`src/rtl/score_scan.sv`:
```
// Multiplexed score display driver with blanking slots and win blink.
// Define SCORE_SEG7_EN to add a registered seven-segment output seg_o.
module score_scan #(
  parameter int NUM_DIGITS = 2,
  parameter int SCAN_DIV   = 1,
  parameter int BLINK_BITS = 10,
  parameter int WIN_SCORE  = 9
) (
  input  logic                    clk,
  input  logic                    reset_n,
  input  logic [4*NUM_DIGITS-1:0] scores,
  output logic [3:0]              digit_o,
  output logic [NUM_DIGITS-1:0]   cath,
`ifdef SCORE_SEG7_EN
  output logic [6:0]              seg_o,
`endif
  output logic                    frame_o
);

  localparam int PW = (SCAN_DIV > 1) ? $clog2(SCAN_DIV) : 1;
  localparam int IW = $clog2(NUM_DIGITS);
  // A 5-bit threshold of 16 can never be reached by a 4-bit digit.
  localparam logic [4:0] WIN =
    (WIN_SCORE > 16) ? 5'd16 : 5'(WIN_SCORE);

  typedef enum logic {BLANK, SHOW} state_t;

  state_t                state;
  logic [PW-1:0]         pre;
  logic [IW-1:0]         idx;
  logic [BLINK_BITS-1:0] blink;
  logic                  on_q;
  logic                  tick;
  logic                  game_over;
  logic [3:0]            cur;

  assign tick = (pre == PW'(SCAN_DIV - 1));

  always_comb begin
    cur = '0;
    for (int k = 0; k < NUM_DIGITS; k++)
      if (idx == IW'(k))
        cur = scores[4*k +: 4];
  end

  always_comb begin
    game_over = 1'b0;
    for (int k = 0; k < NUM_DIGITS; k++)
      if ({1'b0, scores[4*k +: 4]} >= WIN)
        game_over = 1'b1;
  end

`ifdef SCORE_SEG7_EN
  function automatic logic [6:0] seg7(input logic [3:0] d);
    logic [6:0] s;
    case (d)
      4'd0:    s = 7'h3f;
      4'd1:    s = 7'h06;
      4'd2:    s = 7'h5b;
      4'd3:    s = 7'h4f;
      4'd4:    s = 7'h66;
      4'd5:    s = 7'h6d;
      4'd6:    s = 7'h7d;
      4'd7:    s = 7'h07;
      4'd8:    s = 7'h7f;
      4'd9:    s = 7'h6f;
      default: s = 7'h40;
    endcase
    return s;
  endfunction
`endif

  always_ff @(posedge clk or negedge reset_n) begin
    if (!reset_n) begin
      pre     <= '0;
      state   <= BLANK;
      idx     <= '0;
      digit_o <= '0;
      frame_o <= 1'b0;
      blink   <= '0;
      on_q    <= 1'b1;
`ifdef SCORE_SEG7_EN
      seg_o   <= '0;
`endif
    end else begin
      blink   <= blink + BLINK_BITS'(1);
      on_q    <= !game_over || blink[BLINK_BITS-1];
      frame_o <= 1'b0;
      pre     <= tick ? '0 : pre + PW'(1);
      if (tick) begin
        unique case (state)
          BLANK: begin
            state   <= SHOW;
            digit_o <= cur;
`ifdef SCORE_SEG7_EN
            seg_o   <= seg7(cur);
`endif
          end
          SHOW: begin
            state <= BLANK;
            if (idx == IW'(NUM_DIGITS - 1)) begin
              idx     <= '0;
              frame_o <= 1'b1;
            end else begin
              idx <= idx + IW'(1);
            end
          end
        endcase
      end
    end
  end

  // Gate only the cathodes; the scan keeps running while blanked.
  assign cath = (state == SHOW && on_q)
              ? (NUM_DIGITS'(1) << idx) : '0;

endmodule

```
`config.mk`:
```
export PLATFORM = sky130hd
export DESIGN_NAME = score_scan
export DESIGN_NICKNAME = d
export VERILOG_FILES = /design/src/rtl/score_scan.sv
export SDC_FILE = /design/constraint.sdc
export NUM_CORES = 1
export LEC_CHECK = 0
export ABC_AREA = 1
export ABC_CLOCK_PERIOD_IN_PS = 1200
export CORE_MARGIN = 2
export CORE_UTILIZATION = 46
export CTS_BUF_LIST = sky130_fd_sc_hd__clkbuf_8
export DETAILED_ROUTE_END_ITERATION = 7
export PLACE_DENSITY_LB_ADDON = 0.2
export SLEW_MARGIN = 20
export SYNTH_ARGS = -nofsm -noshare
export SYNTH_HDL_FRONTEND = slang
export SYNTH_SLANG_ARGS = --single-unit
```
`constraint.sdc`:
```
create_clock -name clk -period 1.2 [get_ports clk]
set_clock_uncertainty 0.2 [all_clocks]
set_input_delay 0.3 -clock clk [delete_from_list [all_inputs] [get_ports clk]]
set_output_delay 0.3 -clock clk [all_outputs]
set_load 0.02 [all_outputs]
```
==> summary by stage <==
Outcome
The run finished, with violations left. The checks that failed: setup timing.

GRT
The initial antenna violation count is 0. The via count of the first global-routing pass is 621. The wire length of the first global-routing pass is 2570 um. The total global routing track utilization is 17.1%.

The largest net degree at the start of global routing is 11. The global-route congestion overflow total is 0.

Clocking
TritonCTS built the clock tree. The total CTS buffers is 3. In this run the deepest clock path goes through 2 buffers.

The tree is rooted in a sky130_fd_sc_hd__clkbuf_8. The clock transition time at the flip-flop clock pins of the worst setup and hold paths is 0.06 ns. The insertion delay to the later sink of the worst-skew pair is 0.25 ns.

The clock sink count is 18. CTS built an H-tree with a depth of 1.

Synth
The fraction of the yosys area taken by sequential cells is 55.8%. The most instantiated flip-flop cell in the synthesis netlist is sky130_fd_sc_hd__dfrtp_1. The biggest area contributor in the post-synthesis netlist is sky130_fd_sc_hd__dfrtp_1. After synthesis, the mean cell area works out to 8.70 um2. Yosys attributes the largest share of cell area to sky130_fd_sc_hd__dfrtp_1 53%, sky130_fd_sc_hd__nand2_1 14%, sky130_fd_sc_hd__xor2_1 5.4%, sky130_fd_sc_hd__inv_1 4.6%, sky130_fd_sc_hd__nor2_1 4.2%.

The gate count after technology mapping is 93. The synthesized design contains 0 enable-type register cells. The most repeated cell in the gate-level netlist after synthesis is sky130_fd_sc_hd__nand2_1. After synthesis the netlist holds a flip-flop and latch count of 18.

After synthesis, the share of flip-flops with an asynchronous set or reset is 100%. The number of different library cells used by synthesis comes to 21. Summing every instance area after synthesis gives 810 um2. The share of the synthesized area in the top cell type is 52.6%. The synthesized net count is 104. Sorting the synthesized cells by how often they occur yields 30 x sky130_fd_sc_hd__nand2_1, 17 x sky130_fd_sc_hd__dfrtp_1, 10 x sky130_fd_sc_hd__inv_1. The yosys synthesis warning count is 0.

Run
The max-capacitance violation count is 0.

Floorplanning
The effective utilization at floorplan is 47.9%. The area enclosed by the die boundary is 2110 um2. The number of placed I/O pins is 17. The floorplan die height is 46.0 um.

The core region is 1690 um2. The die is 46.0 um wide. The floorplan has 15 rows.

Final layout
After the last flow step, the layout net total stands at 136. Relative to the synthesized area, the layout overhead comes to 53.3%. Cells fill 73.5% of the core in the end.

The number of antenna diodes in the final layout is 0. Fill cells in the final layout number 118. The share of post-route cells with drive strength above 1 is 32.3%.

Power
The total power draw is 1.21 mW. Dividing total power by cell area gives a power density of 977 nW/um2. The worst voltage drop across the vdd grid is 0.000829 V. In this run the static leakage power is 0.600 nW.

Setup path
Data on the critical path arrives at its endpoint at 1.08 ns. The worst register-to-register path has a depth of 5. The worst setup path is launched from a register. At the worst endpoint, the required time is 0.70 ns.

The master of the slowest instance on the critical path is sky130_fd_sc_hd__dfstp_2. STA classifies the critical path endpoint as a primary output. The largest single stage delay on the critical path is 0.53 ns.

In this run the worst path has a maximum fanout of 2. The slack of the worst reg-to-reg path is -0.06 ns. The worst setup path is of the register to primary output kind. Traced cell by cell, the critical path runs through inv_2, nor3_4, buf_6.

Route
The DRC violation total after the first TritonRoute iteration is 6. The count of nets left with antenna violations after detail routing is 0. Dividing the detail-routed wire length by the instance count gives 11.0 um. The total detailed-routing wirelength is 1550 um. Across all layers, the routed design uses 661 vias. The residual DRC count is 0. In the routed layout, each cell is associated on average with a via count of 4.69.

The number of optimization iterations in the first detailed-route pass is 2.

Min path
The class of the tightest hold or removal check is primary input to async pin.

Timing
In the finished design, the share of the clock period the worst path needs comes to 132%. Headroom to the max-slew limit came out at 86.2%. The number of max-slew violations in the final report is 0. Setup repair after global routing could not meet its margin everywhere. The worst hold margin is 0.0563 ns. Setup slack on the critical path of the routed design comes to -0.382 ns. The achievable clock frequency is 632 MHz. The routed design could run at a clock period as short as 1.58 ns. Setup violations remaining at the end of the flow were counted as 10. The worst-margin pin slew is 0.206 ns. The total count of hold-check failures in the final report is 0.

Placed design
Prior to clock tree synthesis, the placed netlist has a worst setup slack of -0.568 ns. The wire-length estimate of the detail-placed layout is 1190 um. The congestion estimate from routability-driven global placement came to 0.738. Input and output buffers added on the ports amount to 16.
## layout by cell type, fill, tap and decap left out, types with 2 or more instances in the layout
cell type,n
sky130_fd_sc_hd__inv_2,2
sky130_fd_sc_hd__a21oi_1,2
sky130_fd_sc_hd__dfrtp_1,15
sky130_fd_sc_hd__xor2_1,5
sky130_fd_sc_hd__o21ai_1,4
sky130_fd_sc_hd__buf_4,9
sky130_fd_sc_hd__nor2_4,4
sky130_fd_sc_hd__nand2_1,29
sky130_fd_sc_hd__clkbuf_8,4
sky130_fd_sc_hd__dfrtp_2,2
sky130_fd_sc_hd__nand3_4,2
sky130_fd_sc_hd__clkdlybuf4s50_1,9
sky130_fd_sc_hd__nor2_1,7
sky130_fd_sc_hd__buf_6,11
sky130_fd_sc_hd__inv_1,9
## logic make-up after synthesis
kind of cell               count (synthesis)  share of synthesized area (%)
buffers and inverters                     14                           6.80
adders and majority gates                  1                           1.55
and+or+nand+nor                           47                           25.0
AOI/OAI and AO/OA                          7                           4.33
DFF                                       18                           55.8
xor gates and xnor gates                   6                           6.49
## report_power, final
part	switching, mW	total (mW)	leakage (nW)	internal [mW]
Clock	0.186	0.477	0.0288	0.291
Sequential	0.00629	0.624	0.218	0.618
Combinational	0.0498	0.111	0.353	0.0616
## per-stage QoR
step | area [um2] | setup TNS (ns) | cells
3_3_place_gp | 1080 | -2.73 | 133
3_5_place_dp | 1080 | -2.90 | 133
4_1_cts | 1200 | -1.19 | 141
2_1_floorplan | 856 | -0.147 | 93
6_report | 1240 | -1.15 | 141
5_1_grt | 1240 | -1.64 | 141
## sequential cells by signal (all words and copies together) (netlist names)
register and flops:
state 1, blink 10, idx 1, frame_o 1, digit_o 4, on_q 1
## worst paths after layout
check,startpoint,to
worst max register to register,blink[1],blink[8]
worst min-delay path,reset_n,blink[9]
worst max-delay path,on_q,cath[0]
min in group clk,blink[9],blink[9]
max in group asynchronous,reset_n,digit_o[2]
worst min register to register,blink[9],blink[9]
## timing repair
action | 4_1_cts | 5_1_grt
hold buffers | 0 | 0
pin swaps | 3 | 6
endpoints found under the setup margin | 10 | 15
gates cloned | 0 | 0
gates resized for setup | 47 | 10
buffers inserted | 4 | 0
## worst max-delay path: cells and delay by family, from the launching register on
family	cells	cell delay [ns]
DFF	1	0.53
buffers and inverters	2	0.19
and+or+nand+nor	1	0.11
## per-layer routing
metal / vias to the layer above / GRT usage [%] / part of all wire, %
li1: 345 / - / -
met3: 4 / 3.57 / 3.7
met2: 17 / 27.5 / 48
met4: 0 / 8.57 / 1.7
met1: 295 / 21.7 / 47
met5: - / 0 / 0
## area by class of cell
type	instances	area [um2]	share of cell area, %
tap	17	21.3	1.71
multi-input combinational	61	379	30.5
inverter	12	50.0	4.03
clock buffer	4	55.1	4.44
timing repair buffer	29	282	22.7
sequential	18	454	36.6
Note: power is estimated with default switching activity, not from simulation.
